$ cat config.mk
export PLATFORM = sky130hd
export DESIGN_NAME = wb_stage
export DESIGN_NICKNAME = d
export VERILOG_FILES = /design/src/rtl/wb_stage.sv
export SDC_FILE = /design/constraint.sdc
export NUM_CORES = 1
export LEC_CHECK = 0
export ABC_AREA = 1
export ABC_CLOCK_PERIOD_IN_PS = 4300
export CAP_MARGIN = 20
export CORE_MARGIN = 5
export CORE_UTILIZATION = 48
export DETAILED_ROUTE_END_ITERATION = 10
export PLACE_DENSITY = 0.92
export SYNTH_ARGS = -nofsm -noshare
export SYNTH_HDL_FRONTEND = slang
export SYNTH_SLANG_ARGS = --single-unit
$ cat constraint.sdc
create_clock -name clk -period 4.3 [get_ports clk]
set_input_delay 1.29 -clock clk [delete_from_list [all_inputs] [get_ports clk]]
set_output_delay 1.29 -clock clk [all_outputs]
set_load 0.005 [all_outputs]
$ cat src/rtl/wb_stage.sv
// rtl/wb_stage.sv - register-file writeback stage with load data extension
// Selects ALU/PC+4/imm/load data, waits on memory for loads, and counts retired writes.
module wb_stage #(
    parameter int XLEN       = 32,
    parameter int REG_ADDR_W = 5,
    parameter int CNT_W      = 16
) (
    input  logic                  clk,
    input  logic                  reset,
    input  logic                  enable,
    input  logic                  in_valid,
    output logic                  in_ready,
    input  logic [1:0]            in_sel,
    input  logic [REG_ADDR_W-1:0] in_rd,
    input  logic                  in_wr,
    input  logic [2:0]            in_funct3,
    input  logic [1:0]            in_boff,
    input  logic [XLEN-1:0]       in_rout,
    input  logic [XLEN-1:0]       in_pc,
    input  logic [XLEN-1:0]       in_imm,
    input  logic                  mem_rvalid,
    input  logic [XLEN-1:0]       mem_rdata,
    output logic                  rf_we,
    output logic [REG_ADDR_W-1:0] rf_waddr,
    output logic [XLEN-1:0]       rf_wdata,
    output logic                  busy,
    output logic                  load_err,
    output logic [CNT_W-1:0]      retire_cnt
);

    typedef enum logic [1:0] {IDLE, WAIT_MEM, WRITE} state_t;

    state_t                  state_q, state_d;
    logic [REG_ADDR_W-1:0]   rd_q, rd_d;
    logic                    wr_q, wr_d;
    logic [XLEN-1:0]         data_q, data_d;
    logic [2:0]              funct3_q, funct3_d;
    logic [1:0]              boff_q, boff_d;
    logic                    err_q, err_d;
    logic [CNT_W-1:0]        cnt_q, cnt_d;

    logic                    accept;
    logic [7:0]              ld_byte;
    logic [15:0]             ld_half;
    logic [XLEN-1:0]         ld_data;
    logic                    ld_bad;
    logic [XLEN-1:0]         src_data;

    assign in_ready   = enable && (state_q != WAIT_MEM);
    assign accept     = in_valid && in_ready;
    assign busy       = (state_q != IDLE);
    assign rf_we      = (state_q == WRITE) && wr_q && (rd_q != '0) && !err_q;
    assign load_err   = (state_q == WRITE) && err_q;
    assign rf_waddr   = rd_q;
    assign rf_wdata   = data_q;
    assign retire_cnt = cnt_q;

    always_comb begin
        ld_byte = mem_rdata[7:0];
        case (boff_q)
            2'd1:    ld_byte = mem_rdata[15:8];
            2'd2:    ld_byte = mem_rdata[23:16];
            2'd3:    ld_byte = mem_rdata[31:24];
            default: ld_byte = mem_rdata[7:0];
        endcase
        // Halfword position comes from boff[1] alone; misaligned halfword offsets round down.
        ld_half = boff_q[1] ? mem_rdata[31:16] : mem_rdata[15:0];
        ld_bad  = 1'b0;
        case (funct3_q)
            3'b000:  ld_data = {{(XLEN-8){ld_byte[7]}}, ld_byte};
            3'b100:  ld_data = {{(XLEN-8){1'b0}}, ld_byte};
            3'b001:  ld_data = {{(XLEN-16){ld_half[15]}}, ld_half};
            3'b101:  ld_data = {{(XLEN-16){1'b0}}, ld_half};
            3'b010:  ld_data = mem_rdata;
            default: begin
                ld_data = '0;
                ld_bad  = 1'b1;
            end
        endcase
    end

    always_comb begin
        case (in_sel)
            2'd1:    src_data = in_pc + {{(XLEN-3){1'b0}}, 3'b100};
            2'd2:    src_data = in_imm;
            default: src_data = in_rout;
        endcase
    end

    always_comb begin
        state_d  = state_q;
        rd_d     = rd_q;
        wr_d     = wr_q;
        data_d   = data_q;
        funct3_d = funct3_q;
        boff_d   = boff_q;
        err_d    = err_q;
        cnt_d    = rf_we ? cnt_q + {{(CNT_W-1){1'b0}}, 1'b1} : cnt_q;
        case (state_q)
            WAIT_MEM: begin
                if (mem_rvalid) begin
                    data_d  = ld_data;
                    err_d   = ld_bad;
                    state_d = WRITE;
                end
            end
            default: begin
                if (accept) begin
                    rd_d  = in_rd;
                    wr_d  = in_wr;
                    err_d = 1'b0;
                    if (in_sel == 2'd3) begin
                        funct3_d = in_funct3;
                        boff_d   = in_boff;
                        state_d  = WAIT_MEM;
                    end else begin
                        data_d  = src_data;
                        state_d = WRITE;
                    end
                end else if (state_q == WRITE) begin
                    state_d = IDLE;
                end
            end
        endcase
    end

    always_ff @(posedge clk or posedge reset) begin
        if (reset) begin
            state_q  <= IDLE;
            rd_q     <= '0;
            wr_q     <= 1'b0;
            data_q   <= '0;
            funct3_q <= '0;
            boff_q   <= '0;
            err_q    <= 1'b0;
            cnt_q    <= '0;
        end else begin
            state_q  <= state_d;
            rd_q     <= rd_d;
            wr_q     <= wr_d;
            data_q   <= data_d;
            funct3_q <= funct3_d;
            boff_q   <= boff_d;
            err_q    <= err_d;
            cnt_q    <= cnt_d;
        end
    end

endmodule

==> PnR_summary.wiki, run 1 <==
{| class="wikitable"
! Metric !! Value
|-
| Fraction of final layout cells sized beyond drive strength 1 || about 5.8%
|-
| Synth-to-Final Area Change || 44.7%
|-
| DRT Pass-1 Iters || 6
|-
| Outcome || finished clean
|-
| Crit Reg-Reg Startpoint || state_q[1]
|-
| Number of warnings issued by yosys || 0
|-
| Fraction of synthesized cell area taken by the top area cell type || 29.9%
|-
| Largest delay share family, worst path || buffers and inverters
|-
| Chip Width || 114 microns
|-
| Number of violations of the max-capacitance limit || 0
|-
| I/O pins || approximately 200
|-
| Most area-hungry cell type in the Yosys netlist || sky130_fd_sc_hd__dfrtp_1
|-
| Via count of the first global-routing pass || about 6000
|-
| Sum of routed wire length over all layers || approximately 19 mm
|-
| Setup WS post-layout || 0.580 ns
|-
| Clock root buffer master || sky130_fd_sc_hd__clkbuf_8
|-
| Largest net degree at the start of global routing || 44
|-
| Post-Syn Instances || 857
|-
| Number of inserted filler cells in the final layout || 970
|-
| Worst setup path class || in -> out
|-
| Count of cells along the worst hold path || 2
|-
| Most common cell after layout, fill and taps aside || sky130_fd_sc_hd__nand2_1
|-
| Number of rows created at floorplan || 38
|-
| Final instance count without filler cells || 1189
|-
| Cell seen most often among critical-path stages || sky130_fd_sc_hd__clkdlybuf4s50_1
|-
| Global-route congestion overflow total || 0
|-
| Depth of the worst register-to-register path || 11
|-
| Hold violation total from the final report || 0
|-
| Standard cell with the maximum stage delay on the critical path || sky130_fd_sc_hd__clkdlybuf4s50_1
|-
| Post-Syn Nets || 1008
|-
| Sink count of the clock tree || 62
|-
| Min Tclk post-route || between 3 and 4 ns
|-
| Fin Clk Skew || 0.00712 ns
|-
| Pwr dens || 386 nW/um^2
|-
| Crit Path Max Fanout || 2
|-
| Half-perimeter wire length after detailed placement || 14.6 mm
|-
| Worst hold path endpoint || wr_q
|-
| Sequential fraction of the synthesis area || roughly 30%
|-
| Synthesis-stage register bit count || 62
|-
| Detailed-route DRC error count || 0
|-
| Total number of nets in the final design || approximately 1200
|-
| Critical Path Start || enable
|-
| TritonCTS clock tree || yes
|-
| Number of DRC violations after detailed-routing iteration 0 || 542
|-
| Worst setup slack for register-to-register paths || between 1 and 1.5 ns
|-
| Cell area after placement || 7270 sq um
|-
| Worst setup EP type || output pin
|-
| Highest-count cells in the layout ignoring fill and taps || sky130_fd_sc_hd__nand2_1 (284), sky130_fd_sc_hd__clkdlybuf4s50_1 (202), sky130_fd_sc_hd__nor2_1 (96), sky130_fd_sc_hd__inv_1 (96), sky130_fd_sc_hd__a21oi_1 (71)
|-
| Highest ir drop seen on vdd || 0.369 mV
|-
| Count of vias placed by the detailed router || ~6400
|-
| Resized cells post-CTS || 0
|-
| Ant diodes || 0
|-
| Max clock buf depth || 2
|-
| Wire length of the first global-routing pass || 28.8 mm
|-
| Slew Limit Headroom || 35.2%
|-
| Netlist area before placement || between 5000 and 6000 sq um
|-
| Leak pwr || 3.53 nW
|-
| Worst hold path type || reg -> reg
|-
| Worst path buffer plus inverter count || 3
|-
| RSZ-0062 raised after global routing || no
|-
| Number of antenna violations at the first check in global routing || 0
|-
| Post-layout instance area || 7500 sq um
|-
| Initial core utilization || between 40% and 50%
|-
| Arr. time, crit path || 2.43 ns
|-
| Timing-limited maximum frequency || 0.269 GHz
|-
| Capturing point of the worst reg2reg path || rf_wdata[6]
|-
| Post-CTS Setup Bufs || 0
|-
| Area contributors post-synth || sky130_fd_sc_hd__dfrtp_1 (30%), sky130_fd_sc_hd__nand2_1 (21%), sky130_fd_sc_hd__inv_1 (7.0%), sky130_fd_sc_hd__nor2_1 (6.9%), sky130_fd_sc_hd__a21oi_1 (6.8%)
|-
| Startpoint types || primary input
|-
| DR vias/cell || 5.37
|-
| Total negative slack || 0 ns
|-
| Fin util || 70.2%
|-
| Syn Area/Cell || 6.05 sq um
|-
| Least-Margin Pin Slew || 0.971 ns
|-
| Post-detailed-route count of antenna-violating nets || 0
|-
| Clock latency at the later pin of the worst-skew pair || 0.35 ns
|-
| Final worst path period share || 86.5%
|-
| Number of unique standard cell types used by synthesis || 36
|-
| Final weighted congestion in routability-driven placement || 0.967
|-
| Max-slew violation count || 0
|-
| Placed Cells incl. Taps || ~1200
|-
| Pre-CTS WS || between 0.5 and 0.6 ns
|-
| Floorplan die area || 13000 sq um
|-
| CTS Hold Buffers Added || 0
|-
| H-tree levels || 3
|-
| Critical path cell sequence || clkdlybuf4s50_1 -> inv_1 -> nor2_1 -> clkdlybuf4s50_1
|-
| Die Height || 114 microns
|-
| Hold Path Origin || wr_q
|-
| Average detailed-routed wire length per instance || between 15 and 20 microns
|-
| Placeable core area || between 10000 and 15000 sq um
|-
| Clock-pin slew reported for the worst setup and hold paths after clock tree synthesis || 0.07 ns
|-
| Clock buffer count from CTS || 9
|-
| Overall Global Routing Usage || 28.0%
|-
| Number of setup violations in the final report || 0
|-
| Count of buffers from port buffering || 202
|-
| Data required time of the worst path || 3.01 ns
|-
| Longest individual stage delay on the worst path || 0.50 ns
|}
synth_stat cells:
| cell type | count |
|---|---|
| sky130_fd_sc_hd__and3_1 | 1 |
| sky130_fd_sc_hd__nor3b_1 | 1 |
| sky130_fd_sc_hd__nor2_1 | 96 |
| sky130_fd_sc_hd__o21bai_1 | 4 |
| sky130_fd_sc_hd__a31oi_1 | 5 |
| sky130_fd_sc_hd__nand2_1 | 284 |
| sky130_fd_sc_hd__o22ai_1 | 8 |
| sky130_fd_sc_hd__clkbuf_1 | 16 |
| sky130_fd_sc_hd__o21ai_1 | 2 |
| sky130_fd_sc_hd__inv_1 | 97 |
| sky130_fd_sc_hd__or2_2 | 7 |
| sky130_fd_sc_hd__buf_2 | 9 |
| sky130_fd_sc_hd__nand3_1 | 53 |
| sky130_fd_sc_hd__nor2_4 | 1 |
| sky130_fd_sc_hd__buf_6 | 3 |
| sky130_fd_sc_hd__dfrtp_1 | 62 |
| sky130_fd_sc_hd__a21oi_2 | 13 |
| sky130_fd_sc_hd__o211ai_1 | 9 |
| sky130_fd_sc_hd__ha_1 | 5 |
| sky130_fd_sc_hd__xor2_1 | 5 |
| sky130_fd_sc_hd__nand3b_1 | 1 |
| sky130_fd_sc_hd__and2_1 | 2 |
| sky130_fd_sc_hd__buf_1 | 3 |
| sky130_fd_sc_hd__a21o_1 | 2 |
| sky130_fd_sc_hd__nor3b_4 | 1 |
| sky130_fd_sc_hd__buf_4 | 4 |
| sky130_fd_sc_hd__a21oi_1 | 71 |
| sky130_fd_sc_hd__o21ai_0 | 58 |
| sky130_fd_sc_hd__o41ai_1 | 1 |
| sky130_fd_sc_hd__clkinv_2 | 1 |
| sky130_fd_sc_hd__nor3_1 | 3 |
| sky130_fd_sc_hd__inv_2 | 6 |
| sky130_fd_sc_hd__xnor2_1 | 9 |
| sky130_fd_sc_hd__nand4_1 | 6 |
| sky130_fd_sc_hd__nor2_2 | 6 |
| sky130_fd_sc_hd__o2111ai_1 | 2 |
worst max-delay path by stage:
stage / to / slack, ns / cells past startpoint
finish: in_ready / 0.58 / 4
global route: in_ready / 0.52 / 4
CTS: in_ready / 0.58 / 4
detailed placement: in_ready / 0.58 / 4
global placement: in_ready / 0.60 / 4
floorplan: boff_q[0] / 1.47 / 1
cell families (layout without fill, tap and decap cells):
family	after synthesis	count (layout)	synth area share [%]
XOR/XNOR	14	14	2.36
adder cells (fa/ha/maj)	5	5	1.21
buffers and inverters	139	331	11.0
flip-flops	62	62	29.9
AND/OR/NAND/NOR	462	462	36.4
AO/OA/AOI/OAI	175	175	19.1
stage by stage:
step / hold WS, ns / power [mW]
6_report: 0.475 / 2.89
4_1_cts: 0.478 / 2.90
5_1_grt: 0.515 / 3.09
2_1_floorplan: 0.442 / 1.58
3_3_place_gp: 0.457 / 2.25
3_5_place_dp: 0.463 / 2.29
per-layer routing:
metal,vias up,track usage [%],share of wire [%]
li1,3112,-,-
met1,2875,36.4,40
met2,334,45.4,47
met3,62,4.51,8.0
met4,0,13.1,4.8
met5,-,0,0
sequential cells by signal, indices dropped and copies added, names as in the netlist:
name and count:
rf_wdata 32, retire_cnt 16, rf_waddr 5, funct3_q 3, boff_q 2, state_q 2, err_q 1, wr_q 1
worst register-to-register path, stage by stage, from the launching register on:
cell and delay (ns):
sky130_fd_sc_hd__dfrtp_1 0.41, sky130_fd_sc_hd__nor2_2 0.14, sky130_fd_sc_hd__buf_4 0.38, sky130_fd_sc_hd__nor3b_4 0.08
sky130_fd_sc_hd__buf_4 0.18, sky130_fd_sc_hd__inv_2 0.13, sky130_fd_sc_hd__nor2_2 0.06, sky130_fd_sc_hd__nor2_2 0.11
sky130_fd_sc_hd__buf_4 0.35, sky130_fd_sc_hd__clkinv_2 0.52, sky130_fd_sc_hd__nor2_1 0.30, sky130_fd_sc_hd__a31oi_1 0.07
power breakdown:
| part | switching, mW | internal [mW] | leakage, nW |
|---|---|---|---|
| Sequential | 0.177 | 0.780 | 0.753 |
| Clock | 0.238 | 0.358 | 0.116 |
| Combinational | 0.655 | 0.685 | 2.66 |
| Total | 1.07 | 1.82 | 3.53 |
final cells by class:
| type | instances | area (sq um) | share of cell area, % |
|---|---|---|---|
| clock buffer | 11 | 151 | 2.02 |
| clock inverter | 5 | 81.3 | 1.08 |
| inverter | 104 | 392 | 5.22 |
| multi-input combinational | 656 | 3060 | 40.8 |
| sequential | 62 | 1550 | 20.7 |
| tap | 140 | 175 | 2.33 |
| timing repair buffer | 211 | 2090 | 27.8 |
(Power assumes the default switching activity.)
==> inputs of run 2 (changes only) <==
- CORE_ASPECT_RATIO: not set -> 0.6
- REMOVE_ABC_BUFFERS: not set -> 1
==> run 2 against run 1 <==
Non-clock buffer count up 2. Core utilization up 2.0 points. Combinational power about the same. Global-route usage up 2.4 points. Critical path depth unchanged. Wire length up 9.5%. Worst hold slack better by 0.0017 ns. Clock power up 27%. Cell area up 1.5%. Critical path type unchanged.
==> PnR_summary.wiki, run 2 (synthesis results as in run 1) <==
{| class="wikitable"
! Metric !! Value
|-
| Outcome || finished clean (unchanged)
|-
| Worst path buffer plus inverter count || 3 (unchanged)
|-
| Data required time of the worst path || 3.01 ns (about the same)
|-
| Sink count of the clock tree || 62 (unchanged)
|-
| RSZ-0062 raised after global routing || no (unchanged)
|-
| Worst setup slack for register-to-register paths || 1.53 ns (was 1.44 ns)
|-
| Timing-limited maximum frequency || 0.268 GHz (was 0.269 GHz)
|-
| Number of setup violations in the final report || 0 (unchanged)
|-
| Setup WS post-layout || 0.575 ns (was 0.580 ns)
|-
| Total number of cells along the worst setup path || 4 (unchanged)
|-
| Count of buffers from port buffering || 202 (unchanged)
|-
| Number of antenna violations at the first check in global routing || 0 (unchanged)
|-
| CTS Hold Buffers Added || 0 (unchanged)
|-
| Detailed-route DRC error count || 0 (unchanged)
|-
| Total negative slack || 0 ns (unchanged)
|-
| Wire length of the first global-routing pass || 31.4 mm (was 28.8 mm)
|-
| Startpoint types || primary input (unchanged)
|-
| Clock buffer count from CTS || 9 (unchanged)
|-
| Critical Path Start || enable (unchanged)
|-
| Crit Path Max Fanout || 2 (unchanged)
|-
| Final worst path period share || 86.6% (was 86.5%)
|-
| Leak pwr || 3.58 nW (was 3.53 nW)
|-
| Max clock buf depth || 2 (unchanged)
|-
| Max-slew violation count || 0 (unchanged)
|-
| Least-Margin Pin Slew || 1.02 ns (was 0.971 ns)
|-
| Most common cell after layout, fill and taps aside || sky130_fd_sc_hd__nand2_1 (unchanged)
|-
| I/O pins || 203 (unchanged)
|-
| Chip Width || 144 microns (was 114 microns)
|-
| Count of vias placed by the detailed router || 6540 (was 6383)
|-
| Placed Cells incl. Taps || 1173 (unchanged)
|-
| Die Height || 90.5 microns (was 114 microns)
|-
| Overall power consumption || 3.08 mW (was 2.89 mW)
|-
| Sum of routed wire length over all layers || 20.3 mm (was 18.5 mm)
|-
| Standard cell with the maximum stage delay on the critical path || sky130_fd_sc_hd__clkdlybuf4s50_1 (unchanged)
|-
| Hold Path Origin || wr_q (unchanged)
|-
| Synth-to-Final Area Change || 46.8% (was 44.7%)
|-
| Average detailed-routed wire length per instance || 17.1 microns (was 15.6 microns)
|-
| Critical path cell sequence || clkdlybuf4s50_1 -> inv_1 -> nor2_1 -> clkdlybuf4s50_1 (unchanged)
|-
| Number of inserted filler cells in the final layout || 916 (was 970)
|-
| Depth of the worst register-to-register path || 8 (was 11)
|-
| H-tree levels || 3 (unchanged)
|-
| Largest delay share family, worst path || buffers and inverters (unchanged)
|-
| Crit path to || in_ready (unchanged)
|-
| Global-route congestion overflow total || 0 (unchanged)
|-
| Placeable core area || 10600 sq um (was 10700 sq um)
|-
| Arr. time, crit path || 2.44 ns (was 2.43 ns)
|-
| Number of violations of the max-capacitance limit || 0 (unchanged)
|-
| Clock latency at the later pin of the worst-skew pair || 0.33 ns (was 0.35 ns)
|-
| Cell seen most often among critical-path stages || sky130_fd_sc_hd__clkdlybuf4s50_1 (unchanged)
|-
| Min Tclk post-route || 3.73 ns (was 3.72 ns)
|-
| Clock-pin slew reported for the worst setup and hold paths after clock tree synthesis || 0.05 ns (was 0.07 ns)
|-
| Worst setup path class || in -> out (unchanged)
|-
| Overall Global Routing Usage || 30.3% (was 28.0%)
|-
| Post-detailed-route count of antenna-violating nets || 0 (unchanged)
|-
| DRT Pass-1 Iters || 5 (was 6)
|-
| Capturing point of the worst reg2reg path || rf_wdata[11] (was rf_wdata[6])
|-
| Final instance count without filler cells || 1189 (unchanged)
|-
| Number of rows created at floorplan || 29 (was 38)
|-
| Floorplan die area || 13100 sq um (was 13000 sq um)
|-
| Fin Clk Skew || 0.00402 ns (was 0.00712 ns)
|-
| TritonCTS clock tree || yes (unchanged)
|-
| Fraction of final layout cells sized beyond drive strength 1 || 5.90% (was 5.82%)
|-
| Crit Reg-Reg Startpoint || boff_q[1] (was state_q[1])
|-
| Number of DRC violations after detailed-routing iteration 0 || 613 (was 542)
|-
| Worst setup EP type || output pin (unchanged)
|-
| DR vias/cell || 5.50 (was 5.37)
|-
| Worst hold path type || reg -> reg (unchanged)
|-
| Total number of nets in the final design || 1197 (was 1195)
|-
| Half-perimeter wire length after detailed placement || 15.8 mm (was 14.6 mm)
|-
| Max reg flops || 32 (unchanged)
|-
| Pwr dens || 404 nW/um^2 (was 386 nW/um^2)
|-
| Ant diodes || 0 (unchanged)
|-
| Pre-CTS WS || 0.570 ns (was 0.577 ns)
|-
| Highest ir drop seen on vdd || 0.273 mV (was 0.369 mV)
|-
| Hold violation total from the final report || 0 (unchanged)
|-
| Final weighted congestion in routability-driven placement || 0.980 (was 0.967)
|-
| Largest net degree at the start of global routing || 46 (was 44)
|-
| Initial core utilization || 49.1% (was 48.5%)
|-
| Via count of the first global-routing pass || 6122 (was 5944)
|-
| Post-layout instance area || 7610 sq um (was 7500 sq um)
|-
| Resized cells post-CTS || 0 (unchanged)
|-
| Cell area after placement || 7280 sq um (was 7270 sq um)
|-
| Highest-count cells in the layout ignoring fill and taps || sky130_fd_sc_hd__nand2_1 (284), sky130_fd_sc_hd__clkdlybuf4s50_1 (202), sky130_fd_sc_hd__nor2_1 (96), sky130_fd_sc_hd__inv_1 (96), sky130_fd_sc_hd__a21oi_1 (71) (unchanged)
|-
| Slew Limit Headroom || 31.8% (was 35.2%)
|-
| Post-CTS Setup Bufs || 0 (unchanged)
|-
| Clock root buffer master || sky130_fd_sc_hd__clkbuf_16 (was sky130_fd_sc_hd__clkbuf_8)
|-
| Longest individual stage delay on the worst path || 0.51 ns (was 0.50 ns)
|}
-- run 2: cell types whose count changed in the layout (fill, tap and decap cells not counted), sizes merged --
cell,before,now
clkinv,3,2
buf,9,11
clkbuf,11,12
bufinv,2,1
-- run 2: layer usage --
layer	vias to the layer above	GRT usage (%)	share of wire, %
met5	-	0	0
met4	0	7.38	1.9
met3	33	9.63	15
met2	397	42.7	41
met1	2987	44.8	42
li1	3123	-	-
-- run 2: power breakdown --
group          switching (mW)  internal (mW)
Clock                   0.265          0.491
Combinational           0.668          0.690
Sequential              0.181          0.782
Total                    1.11           1.96
-- run 2: worst min-delay path by stage --
stage	endpoint	slack, ns	cells past startpoint
floorplan	wr_q	0.44	2
global placement	wr_q	0.46	2
detailed placement	retire_cnt[15]	0.46	1
CTS	retire_cnt[15]	0.48	1
global route	retire_cnt[15]	0.49	1
finish	wr_q	0.48	2
-- run 2: worst register-to-register path, delay by kind of cell, from the launching register on --
| family | cells | cell delay, ns |
|---|---|---|
| AO/OA/AOI/OAI | 1 | 0.16 |
| flip-flops | 1 | 0.90 |
| AND/OR/NAND/NOR | 7 | 1.64 |
-- run 2: metrics by stage --
| stage | utilization [%] | hold slack [ns] |
|---|---|---|
| after floorplan | - | 0.442 |
| after global placement | 68.9 | 0.457 |
| after detailed placement | 68.9 | 0.460 |
| after CTS | 71.9 | 0.479 |
| after global routing | 72.1 | 0.492 |
| final | 72.1 | 0.477 |
-- run 2: layout make-up --
type | instances | area, sq um | area share [%]
multi-input cells | 656 | 3060 | 40.2
repair buffers | 213 | 2120 | 27.9
flip-flops and latches | 62 | 1550 | 20.4
inverters | 104 | 392 | 5.14
clock buffers | 12 | 267 | 3.50
well taps | 139 | 174 | 2.28
clock inverters | 3 | 42.5 | 0.559
==> inputs of run 3 (changes only) <==
- GPL_TIMING_DRIVEN: not set -> 0
==> run 3 against run 2 <==
First-iteration DRC count rose by 20%. Maximum frequency down 5.1%. Combinational power rose by 3%. Clock skew increased by 0.0020 ns. Wire length rose by 1.3%. Clock power increased by 5.0%. Non-clock buffer count is 4 lower. Cell area grew 1.1%. Total power grew 2.4%. Sequential cell count stayed put. Largest cell class unchanged.
==> PnR_summary.wiki, run 3 (synthesis results as in run 1) <==
{| class="wikitable"
! Metric !! Value
|-
| Startpoint types || primary input (unchanged)
|-
| CTS Hold Buffers Added || 0 (unchanged)
|-
| Number of DRC violations after detailed-routing iteration 0 || 738 (was 613)
|-
| TritonCTS clock tree || yes (unchanged)
|-
| Number of inserted filler cells in the final layout || 893 (was 916)
|-
| Clock-pin slew reported for the worst setup and hold paths after clock tree synthesis || 0.05 ns (about the same)
|-
| Ant diodes || 0 (unchanged)
|-
| Overall Global Routing Usage || 30.5% (was 30.3%)
|-
| Initial core utilization || 49.1% (unchanged)
|-
| Fin Clk Skew || 0.00601 ns (was 0.00402 ns)
|-
| Cell area after placement || 7320 sq um (was 7280 sq um)
|-
| Max clock buf depth || 2 (unchanged)
|-
| Post-CTS Setup Bufs || 0 (unchanged)
|-
| Global-route congestion overflow total || 0 (unchanged)
|-
| Least-Margin Pin Slew || 1.08 ns (was 1.02 ns)
|-
| Crit Path Max Fanout || 33 (was 2)
|-
| Worst path buffer plus inverter count || 4 (was 3)
|-
| Arr. time, crit path || 4.19 ns (was 2.44 ns)
|-
| Footprint of the multi-input gates || 3060 sq um (unchanged)
|-
| Count of vias placed by the detailed router || 6496 (was 6540)
|-
| Highest ir drop seen on vdd || 0.308 mV (was 0.273 mV)
|-
| Setup WS post-layout || 0.374 ns (was 0.575 ns)
|-
| Fin util || 72.9% (was 72.1%)
|-
| Largest delay share family, worst path || buffers and inverters (unchanged)
|-
| Slew Limit Headroom || 28.0% (was 31.8%)
|-
| Number of antenna violations at the first check in global routing || 0 (unchanged)
|-
| DR vias/cell || 5.48 (was 5.50)
|-
| Clock latency at the later pin of the worst-skew pair || 0.34 ns (was 0.33 ns)
|-
| Timing-limited maximum frequency || 0.255 GHz (was 0.268 GHz)
|-
| Pre-CTS WS || -0.0235 ns (was 0.570 ns)
|-
| Placeable core area || 10600 sq um (unchanged)
|-
| Standard cell with the maximum stage delay on the critical path || sky130_fd_sc_hd__inv_1 (was sky130_fd_sc_hd__clkdlybuf4s50_1)
|-
| Clock buffer count from CTS || 9 (unchanged)
|-
| Worst setup EP type || flip-flop (was output pin)
|-
| RSZ-0062 raised after global routing || no (unchanged)
|-
| Number of rows created at floorplan || 29 (unchanged)
|-
| Storage cell area || 1550 sq um (unchanged)
|-
| Detailed-route DRC error count || 0 (unchanged)
|-
| Post-layout instance area || 7700 sq um (was 7610 sq um)
|-
| Number of setup violations in the final report || 0 (unchanged)
|-
| Via count of the first global-routing pass || 5924 (was 6122)
|-
| Outcome || finished clean (unchanged)
|-
| Post-detailed-route count of antenna-violating nets || 0 (unchanged)
|-
| DRT Pass-1 Iters || 7 (was 5)
|-
| Most common cell after layout, fill and taps aside || sky130_fd_sc_hd__nand2_1 (unchanged)
|-
| Worst hold path type || reg -> reg (unchanged)
|-
| Wire length of the first global-routing pass || 31.3 mm (was 31.4 mm)
|-
| Highest-count cells in the layout ignoring fill and taps || sky130_fd_sc_hd__nand2_1 (284), sky130_fd_sc_hd__clkdlybuf4s50_1 (202), sky130_fd_sc_hd__nor2_1 (96), sky130_fd_sc_hd__inv_1 (96), sky130_fd_sc_hd__a21oi_1 (71) (unchanged)
|-
| Critical path cell sequence || clkdlybuf4s50_1 -> inv_1 -> ha_1 -> buf_16 -> inv_1 -> o21ai_0 -> a21oi_1 -> nor2_1 -> a21oi_1 (was clkdlybuf4s50_1 -> inv_1 -> nor2_1 -> clkdlybuf4s50_1)
|-
| Average detailed-routed wire length per instance || 17.3 microns (was 17.1 microns)
|-
| Hold violation total from the final report || 0 (unchanged)
|-
| Longest individual stage delay on the worst path || 0.74 ns (was 0.51 ns)
|-
| Floorplan die area || 13100 sq um (unchanged)
|-
| Data required time of the worst path || 4.56 ns (was 3.01 ns)
|-
| Worst setup path class || in -> reg (was in -> out)
|-
| Min Tclk post-route || 3.93 ns (was 3.73 ns)
|-
| Half-perimeter wire length after detailed placement || 15.9 mm (was 15.8 mm)
|-
| I/O pins || 203 (unchanged)
|-
| Largest net degree at the start of global routing || 38 (was 46)
|-
| Leak pwr || 3.60 nW (was 3.58 nW)
|-
| Sink count of the clock tree || 62 (unchanged)
|-
| Chip Width || 144 microns (unchanged)
|-
| Max-slew violation count || 0 (unchanged)
|-
| Pwr dens || 409 nW/um^2 (was 404 nW/um^2)
|-
| Fraction of final layout cells sized beyond drive strength 1 || 5.45% (was 5.90%)
|-
| H-tree levels || 3 (unchanged)
|-
| Count of buffers from port buffering || 202 (unchanged)
|-
| Final weighted congestion in routability-driven placement || 0.979 (was 0.980)
|-
| Clock root buffer master || sky130_fd_sc_hd__clkbuf_16 (unchanged)
|-
| Total number of nets in the final design || 1193 (was 1197)
|-
| Die Height || 90.5 microns (unchanged)
|-
| Final worst path period share || 91.3% (was 86.6%)
|-
| Synth-to-Final Area Change || 48.4% (was 46.8%)
|-
| Max reg flops || 32 (unchanged)
|-
| Sum of routed wire length over all layers || 20.5 mm (was 20.3 mm)
|-
| Number of violations of the max-capacitance limit || 0 (unchanged)
|-
| Resized cells post-CTS || 0 (unchanged)
|}
run 3: changes by cell type in the layout (fill, tap and decap cells not counted):
| cell | before | now |
|---|---|---|
| sky130_fd_sc_hd__clkbuf_8 | 3 | 2 |
| sky130_fd_sc_hd__bufinv_16 | 1 | 2 |
| sky130_fd_sc_hd__clkbuf_1 | 0 | 1 |
| sky130_fd_sc_hd__buf_4 | 10 | 0 |
| sky130_fd_sc_hd__buf_12 | 0 | 1 |
| sky130_fd_sc_hd__buf_8 | 0 | 1 |
| sky130_fd_sc_hd__clkinv_2 | 2 | 1 |
| sky130_fd_sc_hd__buf_16 | 1 | 5 |
run 3: final timing paths:
check,startpoint,to,slack [ns],cells after the start
worst max-delay path,in_sel[0],rf_wdata[1],0.37,9
worst min-delay path,retire_cnt[15],retire_cnt[15],0.48,1
worst max register to register,state_q[1],rf_wdata[20],1.32,9
worst min register to register,retire_cnt[15],retire_cnt[15],0.48,1
max in group asynchronous,reset,state_q[0],2.33,3
min in group asynchronous,reset,rf_wdata[3],1.36,2
run 3: power breakdown:
part           total (mW)  switching [mW]  internal (mW)
clock network       0.795           0.259          0.536
logic                1.40           0.684          0.712
registers           0.960           0.178          0.782
total                3.15            1.12           2.03
run 3: per-stage QoR:
stage	setup TNS [ns]	hold WS (ns)	total power [mW]	std cells
detailed placement	-0.0235	0.460	2.31	1168
global route	0	0.477	3.34	1185
CTS	0	0.473	3.13	1183
floorplan	0	0.442	1.54	822
global placement	-7.25	0.460	2.25	1163
finish	0	0.479	3.15	1185
run 3: metal layers:
metal | part of all wire [%] | vias up | GRT usage, % | wire [microns]
met5 | 0 | - | 0 | 0
met1 | 42 | 2915 | 44.0 | 8700
met4 | 2.2 | 0 | 8.00 | 450
met2 | 42 | 423 | 43.9 | 8570
li1 | - | 3112 | - | -
met3 | 14 | 46 | 9.95 | 2830
run 3: cell type report:
class,count,area share (%)
inverters,104,5.09
clock buffers,12,3.33
flip-flops and latches,62,20.1
well taps,139,2.26
repair buffers,209,28.5
multi-input cells,656,39.8
clock inverters,3,0.877
run 3: worst register-to-register path: cells and delay by family, from the launching register on:
family	cells	cell delay [ns]
and+or+nand+nor	5	1.51
buffers and inverters	3	0.88
DFF	1	0.39
AOI/OAI and AO/OA	1	0.07
